[src/rtl/fu_branch_resolve.sv]
// fu_branch_resolve
// Consumer end of the branch FU result path. Acknowledges resolved branches,
// detects mispredicts against the fetch-time prediction, raises a one-shot
// fetch redirect, counts mispredicts, and buffers every result in a small
// FIFO that drains onto the CDB.
//
// Handshakes:
//   FU side : fu_ack is the combinational consume strobe. A result is taken
//             in the cycle where fu_result_valid && fu_ack; the FU must hold
//             a refused result (fu_ack=0) or drop it on squash.
//   CDB side: strict valid/ready. cdb_valid never depends on cdb_ready; the
//             head entry transfers on a clock edge where cdb_valid &&
//             cdb_ready, and cdb_* stay stable while cdb_valid && !cdb_ready.
module fu_branch_resolve #(
    parameter int XLEN  = 32,
    parameter int DEPTH = 2,
    parameter int CNT_W = 16
) (
    input  logic             clock,
    input  logic             reset,
    input  logic             squash,
    input  logic             fu_result_valid,
    input  logic             fu_take_branch,
    input  logic [XLEN-1:0]  fu_alu_result,
    input  logic [XLEN-1:0]  fu_npc,
    input  logic [4:0]       fu_dest_reg_idx,
    input  logic             fu_pred_taken,
    input  logic [XLEN-1:0]  fu_pred_target,
    output logic             fu_ack,
    output logic             cdb_valid,
    input  logic             cdb_ready,
    output logic [4:0]       cdb_dest_reg_idx,
    output logic [XLEN-1:0]  cdb_value,
    output logic             cdb_mispredict,
    output logic             redirect_valid,
    output logic [XLEN-1:0]  redirect_pc,
    output logic [CNT_W-1:0] mispredict_cnt,
    output logic             dbg_state
);

    localparam int PTR_W = (DEPTH > 1) ? $clog2(DEPTH) : 1;
    localparam int OCC_W = $clog2(DEPTH + 1);

    typedef enum logic {
        ST_RUN         = 1'b0,
        ST_WAIT_SQUASH = 1'b1
    } state_t;

    state_t state_q;
    state_t state_d;

    // FIFO storage and bookkeeping
    logic [4:0]       mem_dest  [DEPTH];
    logic [XLEN-1:0]  mem_value [DEPTH];
    logic             mem_mis   [DEPTH];
    logic [PTR_W-1:0] wr_ptr_q;
    logic [PTR_W-1:0] rd_ptr_q;
    logic [OCC_W-1:0] occ_q;

    logic             push;
    logic             pop;
    logic             fifo_blocked;
    logic             is_mispredict;
    logic [XLEN-1:0]  correct_pc;

    // Mispredict detection and the PC fetch should have used
    always_comb begin
        is_mispredict = (fu_take_branch != fu_pred_taken) ||
                        (fu_take_branch && (fu_alu_result != fu_pred_target));
        correct_pc    = fu_take_branch ? fu_alu_result : fu_npc;
    end

    // Acknowledge and FIFO push/pop strobes; a full FIFO still accepts when
    // its head leaves in the same cycle
    always_comb begin
        cdb_valid    = (occ_q != '0);
        pop          = cdb_valid && cdb_ready;
        fifo_blocked = (occ_q == OCC_W'(DEPTH)) && !pop;
        fu_ack       = fu_result_valid && !fifo_blocked &&
                       (state_q == ST_RUN) && !squash && !reset;
        push         = fu_ack;
    end

    // Present the head entry; zero while nothing is buffered
    always_comb begin
        cdb_dest_reg_idx = '0;
        cdb_value        = '0;
        cdb_mispredict   = 1'b0;
        if (cdb_valid) begin
            cdb_dest_reg_idx = mem_dest[rd_ptr_q];
            cdb_value        = mem_value[rd_ptr_q];
            cdb_mispredict   = mem_mis[rd_ptr_q];
        end
    end

    // Next state: an acked mispredict parks the unit until the ROB flushes
    always_comb begin
        state_d = state_q;
        if (squash) begin
            state_d = ST_RUN;
        end else if ((state_q == ST_RUN) && fu_ack && is_mispredict) begin
            state_d = ST_WAIT_SQUASH;
        end
    end

    // State register
    always_ff @(posedge clock or posedge reset) begin
        if (reset) begin
            state_q <= ST_RUN;
        end else begin
            state_q <= state_d;
        end
    end

    assign dbg_state = state_q;

    // FIFO payload write; contents are don't-care until pointed at by occ_q
    always_ff @(posedge clock) begin
        if (push) begin
            mem_dest[wr_ptr_q]  <= fu_dest_reg_idx;
            mem_value[wr_ptr_q] <= fu_npc;
            mem_mis[wr_ptr_q]   <= is_mispredict;
        end
    end

    // FIFO pointers and occupancy; squash empties the queue
    always_ff @(posedge clock or posedge reset) begin
        if (reset) begin
            wr_ptr_q <= '0;
            rd_ptr_q <= '0;
            occ_q    <= '0;
        end else if (squash) begin
            wr_ptr_q <= '0;
            rd_ptr_q <= '0;
            occ_q    <= '0;
        end else begin
            if (push) begin
                wr_ptr_q <= wr_ptr_q + PTR_W'(1);
            end
            if (pop) begin
                rd_ptr_q <= rd_ptr_q + PTR_W'(1);
            end
            if (push && !pop) begin
                occ_q <= occ_q + OCC_W'(1);
            end else if (pop && !push) begin
                occ_q <= occ_q - OCC_W'(1);
            end
        end
    end

    // One-cycle redirect pulse with the corrected PC held afterwards
    always_ff @(posedge clock or posedge reset) begin
        if (reset) begin
            redirect_valid <= 1'b0;
            redirect_pc    <= '0;
        end else if (squash) begin
            redirect_valid <= 1'b0;
        end else begin
            redirect_valid <= fu_ack && is_mispredict;
            if (fu_ack && is_mispredict) begin
                redirect_pc <= correct_pc;
            end
        end
    end

    // Saturating mispredict counter, survives squash
    always_ff @(posedge clock or posedge reset) begin
        if (reset) begin
            mispredict_cnt <= '0;
        end else if (fu_ack && is_mispredict && (mispredict_cnt != '1)) begin
            mispredict_cnt <= mispredict_cnt + CNT_W'(1);
        end
    end

endmodule

[config.mk]
export PLATFORM = sky130hd
export DESIGN_NAME = fu_branch_resolve
export DESIGN_NICKNAME = d
export VERILOG_FILES = /design/src/rtl/fu_branch_resolve.sv
export SDC_FILE = /design/constraint.sdc
export NUM_CORES = 1
export LEC_CHECK = 0
export CAP_MARGIN = 20
export CORE_ASPECT_RATIO = 1.25
export CORE_UTILIZATION = 42
export CTS_CLUSTER_SIZE = 24
export DETAILED_ROUTE_END_ITERATION = 10
export GPL_TIMING_DRIVEN = 0
export PLACE_DENSITY = 0.77
export SYNTH_ARGS = -nofsm -noshare
export SYNTH_HDL_FRONTEND = slang
export SYNTH_SLANG_ARGS = --single-unit
[constraint.sdc]
create_clock -name clock -period 4.71 [get_ports clock]
set_clock_uncertainty 0.2 [all_clocks]
set_input_delay 0.942 -clock clock [delete_from_list [all_inputs] [get_ports clock]]
set_output_delay 0.942 -clock clock [all_outputs]
set_load 0.01 [all_outputs]
==> metrics list <==
- Startpoint Class: register
* Total nets after synthesis: 532
- Worst Hold Margin: between 0.2 and 0.3 ns
- Synth warn: 0
* Per-cell via count in the routed design: roughly 5.2
- Layout Nets: 751
- STA classifies the critical path endpoint as an output port.
- Utilization after layout: 63.92%
- Highest net fanout along the worst path: 10
- The count of pins over their slew limit came to 0.
* Count of H-tree levels built during CTS: 4
- Timing analysis after detailed placement gives a worst setup slack of 0.6530 ns.
- Global routing consumed, on the met3 layer, approximately 5.1% of the routing resources.
- Overall via count from detail_route: 4,282
- Data required, critical path: ~3.6 ns
- Number of max-cap violations: 0
* Count of final hold-check violations: 0
* Signal arrival time at the worst endpoint: 2.94 ns
- Post-CTS setup repair buffer count: 0
- The critical path in this run is classified as register to output port.
* Cell count after placement: 798
* Met1 Resource Use GR: 27.51%
- Placeable core region: 13,810 um^2
- Entering global routing, the biggest net connects 29 pins.
- Boundary pin count: ~200
- Final Cell Area: between 8000 and 9000 um^2
- The worst path needs 4.083 ns of the cycle, external delays included.
- Timing would allow up to 244.9 MHz.
- CTS tree: yes
- Register clock-pin slew on the reported worst setup and hold paths: ~0.06 ns
* Hpwl dp: between 10 and 15 mm
- Across all setup checks in the final design, the least slack found is 0.6273 ns.
- Hold Buf Count CTS: 0
- Cell internal power was estimated by the tool at 2.550 mW.
* Standard-cell row count: 48
- The congestion estimate from routability-driven global placement came to 0.8974.
- Measured against its own limit, the worst slew margin works out to 47.33%.
- For this design the static power due to leakage is approximately 3.3 nW.
* Number of nets with antenna violations after detailed routing: 0
- TritonCTS buffer count: 17
- In this run the tool buffered the top-level ports with 196 buffer cells.
* Area of the mapped netlist: 5928 um^2
- The first global-routing pass estimated 24.90 mm of wire.
- Die Area: roughly 15,000 um^2
- The layout has 1,068 filler cells.
- A synthesized cell averages about 14 um^2.
- Number of setup violations in the final report: 0
- Total Routed Length: 16.37 mm
- Once the floorplan was initialized, standard cells occupied 42.92% of the core.
- The design draws approximately 3.4 mW.
- Outcome: finished clean
- Number of unique standard cell types used by synthesis: 38
- GRT Util Overall: 23.44%
* Post-Place Cell Area: 8212 um^2
- M2 GR Usage: slightly above 40%
* Worst min path class: register to register
- Number of storage elements in the synthesis netlist: 130
- For this run, the detailed router's first-pass iteration total came to 4.
- Counting along the longest clock path gives a buffer depth of 2.
* Leading cell type in the layout, fill and taps excluded: sky130_fd_sc_hd__clkdlybuf4s50_1
- For the final routed database, the setup TNS stands at 0 ns.
- The root buffer cell chosen for the clock tree is sky130_fd_sc_hd__clkbuf_16.
* Portion of the clock cycle consumed by the worst path in the final layout: 86.68%
* Sequential fraction of design power: between 40% and 50%
* Actual transition at the worst max-transition pin: roughly 0.8 ns
* Fraction of final layout cells sized beyond drive strength 1: 15.11%
- After detailed routing, the average wire length per cell comes to around 20 um.
- Finished Layout Cells: 830
- X dimension of the die: 108.3 um
- Part of the Yosys area used for sequential elements: ~61%
- Resized cells post-CTS: 0
- Die boundary height: 134.8 um
- In this run, the number of DRC markers left after iteration 0 of detailed routing was approximately 220.
- Share of total power consumed by net switching: 24.37%
- The area growth from synthesis to layout is 48.94%.
* Via count of the first global-routing pass: 4,567
* Number of clock sinks: 130
- RSZ-0062 raised after global routing: no
- Of the total power, the clock network draws 40.2%.
* Initial antenna violation count: 0
* Logic gate share of total power: 18.6%
- Total congestion overflow after global routing: 0
- Diodes inserted: 0
- Synthesis produced 423 cells.
- Dividing total power by cell area gives a power density of around 380 nW/um^2.
* Most used routing layer in global routing: met2
- VDD sags by at most between 0.2 and 0.25 mV.
- Clock latency on the worst-skew pair: around 0.42 ns
- Most frequent cells in the layout: sky130_fd_sc_hd__clkdlybuf4s50_1, sky130_fd_sc_hd__edfxtp_1, sky130_fd_sc_hd__dfrtp_1, sky130_fd_sc_hd__mux2_2, sky130_fd_sc_hd__nor2_1
- Switching power of the nets: between 0.8 and 0.9 mW
* DRC: 0
==> power groups by stage <==
stage	combinational [mW]	sequential, mW	clock, mW
floorplan	0.187	1.45	0
global route	0.665	1.40	1.42
finish	0.626	1.39	1.36
CTS	0.634	1.39	1.37
detailed placement	0.629	1.41	0
global placement	0.610	1.41	0
==> cell usage after synthesis <==
library cell | count | share of area, %
sky130_fd_sc_hd__buf_6 | 1 | 0.19
sky130_fd_sc_hd__a211oi_1 | 1 | 0.13
sky130_fd_sc_hd__and3_1 | 3 | 0.32
sky130_fd_sc_hd__nor3_2 | 3 | 0.51
sky130_fd_sc_hd__o22ai_1 | 1 | 0.11
sky130_fd_sc_hd__edfxtp_1 | 76 | 38
sky130_fd_sc_hd__or4b_1 | 1 | 0.17
sky130_fd_sc_hd__ha_1 | 1 | 0.21
sky130_fd_sc_hd__buf_1 | 2 | 0.13
sky130_fd_sc_hd__and2_1 | 1 | 0.11
sky130_fd_sc_hd__dfrtp_1 | 54 | 23
sky130_fd_sc_hd__a21oi_1 | 1 | 0.084
sky130_fd_sc_hd__o21bai_1 | 1 | 0.13
sky130_fd_sc_hd__nor2_1 | 45 | 2.8
sky130_fd_sc_hd__nand2b_1 | 1 | 0.11
sky130_fd_sc_hd__or3_1 | 1 | 0.11
sky130_fd_sc_hd__nor4_2 | 1 | 0.21
sky130_fd_sc_hd__nor3_4 | 2 | 0.55
sky130_fd_sc_hd__o21ai_0 | 1 | 0.084
sky130_fd_sc_hd__mux2i_1 | 39 | 6.6
sky130_fd_sc_hd__mux2_2 | 45 | 8.5
sky130_fd_sc_hd__inv_1 | 3 | 0.19
sky130_fd_sc_hd__nor3b_2 | 1 | 0.21
sky130_fd_sc_hd__nand3b_1 | 1 | 0.13
sky130_fd_sc_hd__nand2_1 | 14 | 0.89
sky130_fd_sc_hd__nor2_2 | 1 | 0.11
sky130_fd_sc_hd__o21ai_2 | 1 | 0.15
sky130_fd_sc_hd__nor4_1 | 13 | 1.4
sky130_fd_sc_hd__nor3_1 | 8 | 0.68
sky130_fd_sc_hd__clkbuf_1 | 12 | 0.76
sky130_fd_sc_hd__buf_2 | 4 | 0.34
sky130_fd_sc_hd__or3_4 | 1 | 0.19
sky130_fd_sc_hd__xor2_1 | 44 | 6.5
sky130_fd_sc_hd__mux2_1 | 21 | 4.0
sky130_fd_sc_hd__nor2_8 | 1 | 0.34
sky130_fd_sc_hd__nand4_1 | 4 | 0.42
sky130_fd_sc_hd__xnor2_1 | 4 | 0.59
sky130_fd_sc_hd__nand3_1 | 9 | 0.76
==> layout make-up <==
cell class	instances	area [um^2]	area share [%]
flip-flops and latches	130	3633	41.15
multi-input cells	271	2212	25.05
repair buffers	200	2052	23.24
clock buffers	21	493.0	5.583
well taps	175	219.0	2.480
clock inverters	11	125.1	1.417
plain buffers	19	83.83	0.9494
inverters	3	11.26	0.1275
==> critical path, cell delays in order, from the launching register on <==
cell and delay, ns:
sky130_fd_sc_hd__dfrtp_1 0.32, sky130_fd_sc_hd__clkbuf_1 0.17, sky130_fd_sc_hd__clkbuf_1 0.57, sky130_fd_sc_hd__clkbuf_1 0.60, sky130_fd_sc_hd__mux2i_1 0.21, sky130_fd_sc_hd__nor2_1 0.12
sky130_fd_sc_hd__clkdlybuf4s50_1 0.54
==> path summary, 6_finish.rpt <==
check	endpoint	slack (ns)	start	cells after the start
max	cdb_dest_reg_idx[2]	0.63	rd_ptr_q	6
min	redirect_pc[20]	0.28	redirect_pc[20]	1
max reg2reg	redirect_pc[7]	1.97	dbg_state	7
min reg2reg	redirect_pc[20]	0.28	redirect_pc[20]	1
max in group asynchronous	redirect_pc[16]	2.94	reset	3
min in group asynchronous	dbg_state	0.77	reset	2
==> cells by family after synthesis <==
| group | synth area share [%] |
|---|---|
| XOR/XNOR | 7.092 |
| adder cells (fa/ha/maj) | 0.2110 |
| AO/OA/AOI/OAI | 0.6754 |
| AND/OR/NAND/NOR | 10.00 |
| flip-flops | 61.29 |
| multiplexers | 19.12 |
| buffers and inverters | 1.604 |
==> sequential cells by signal, summed over array words and instances, names as in the netlist, 2 cells and up <==
register and count:
mispredict_cnt 16, mem_value 64, redirect_pc 32, occ_q 2
mem_dest 10, mem_mis 2
==> routing by layer <==
layer / vias to the layer above / routed length, um
met4: 0 / 596
met3: 36 / 946
met5: - / 0
met1: 2104 / 6364
met2: 167 / 8459
li1: 1975 / -
Power figures use the tool's default switching activity.
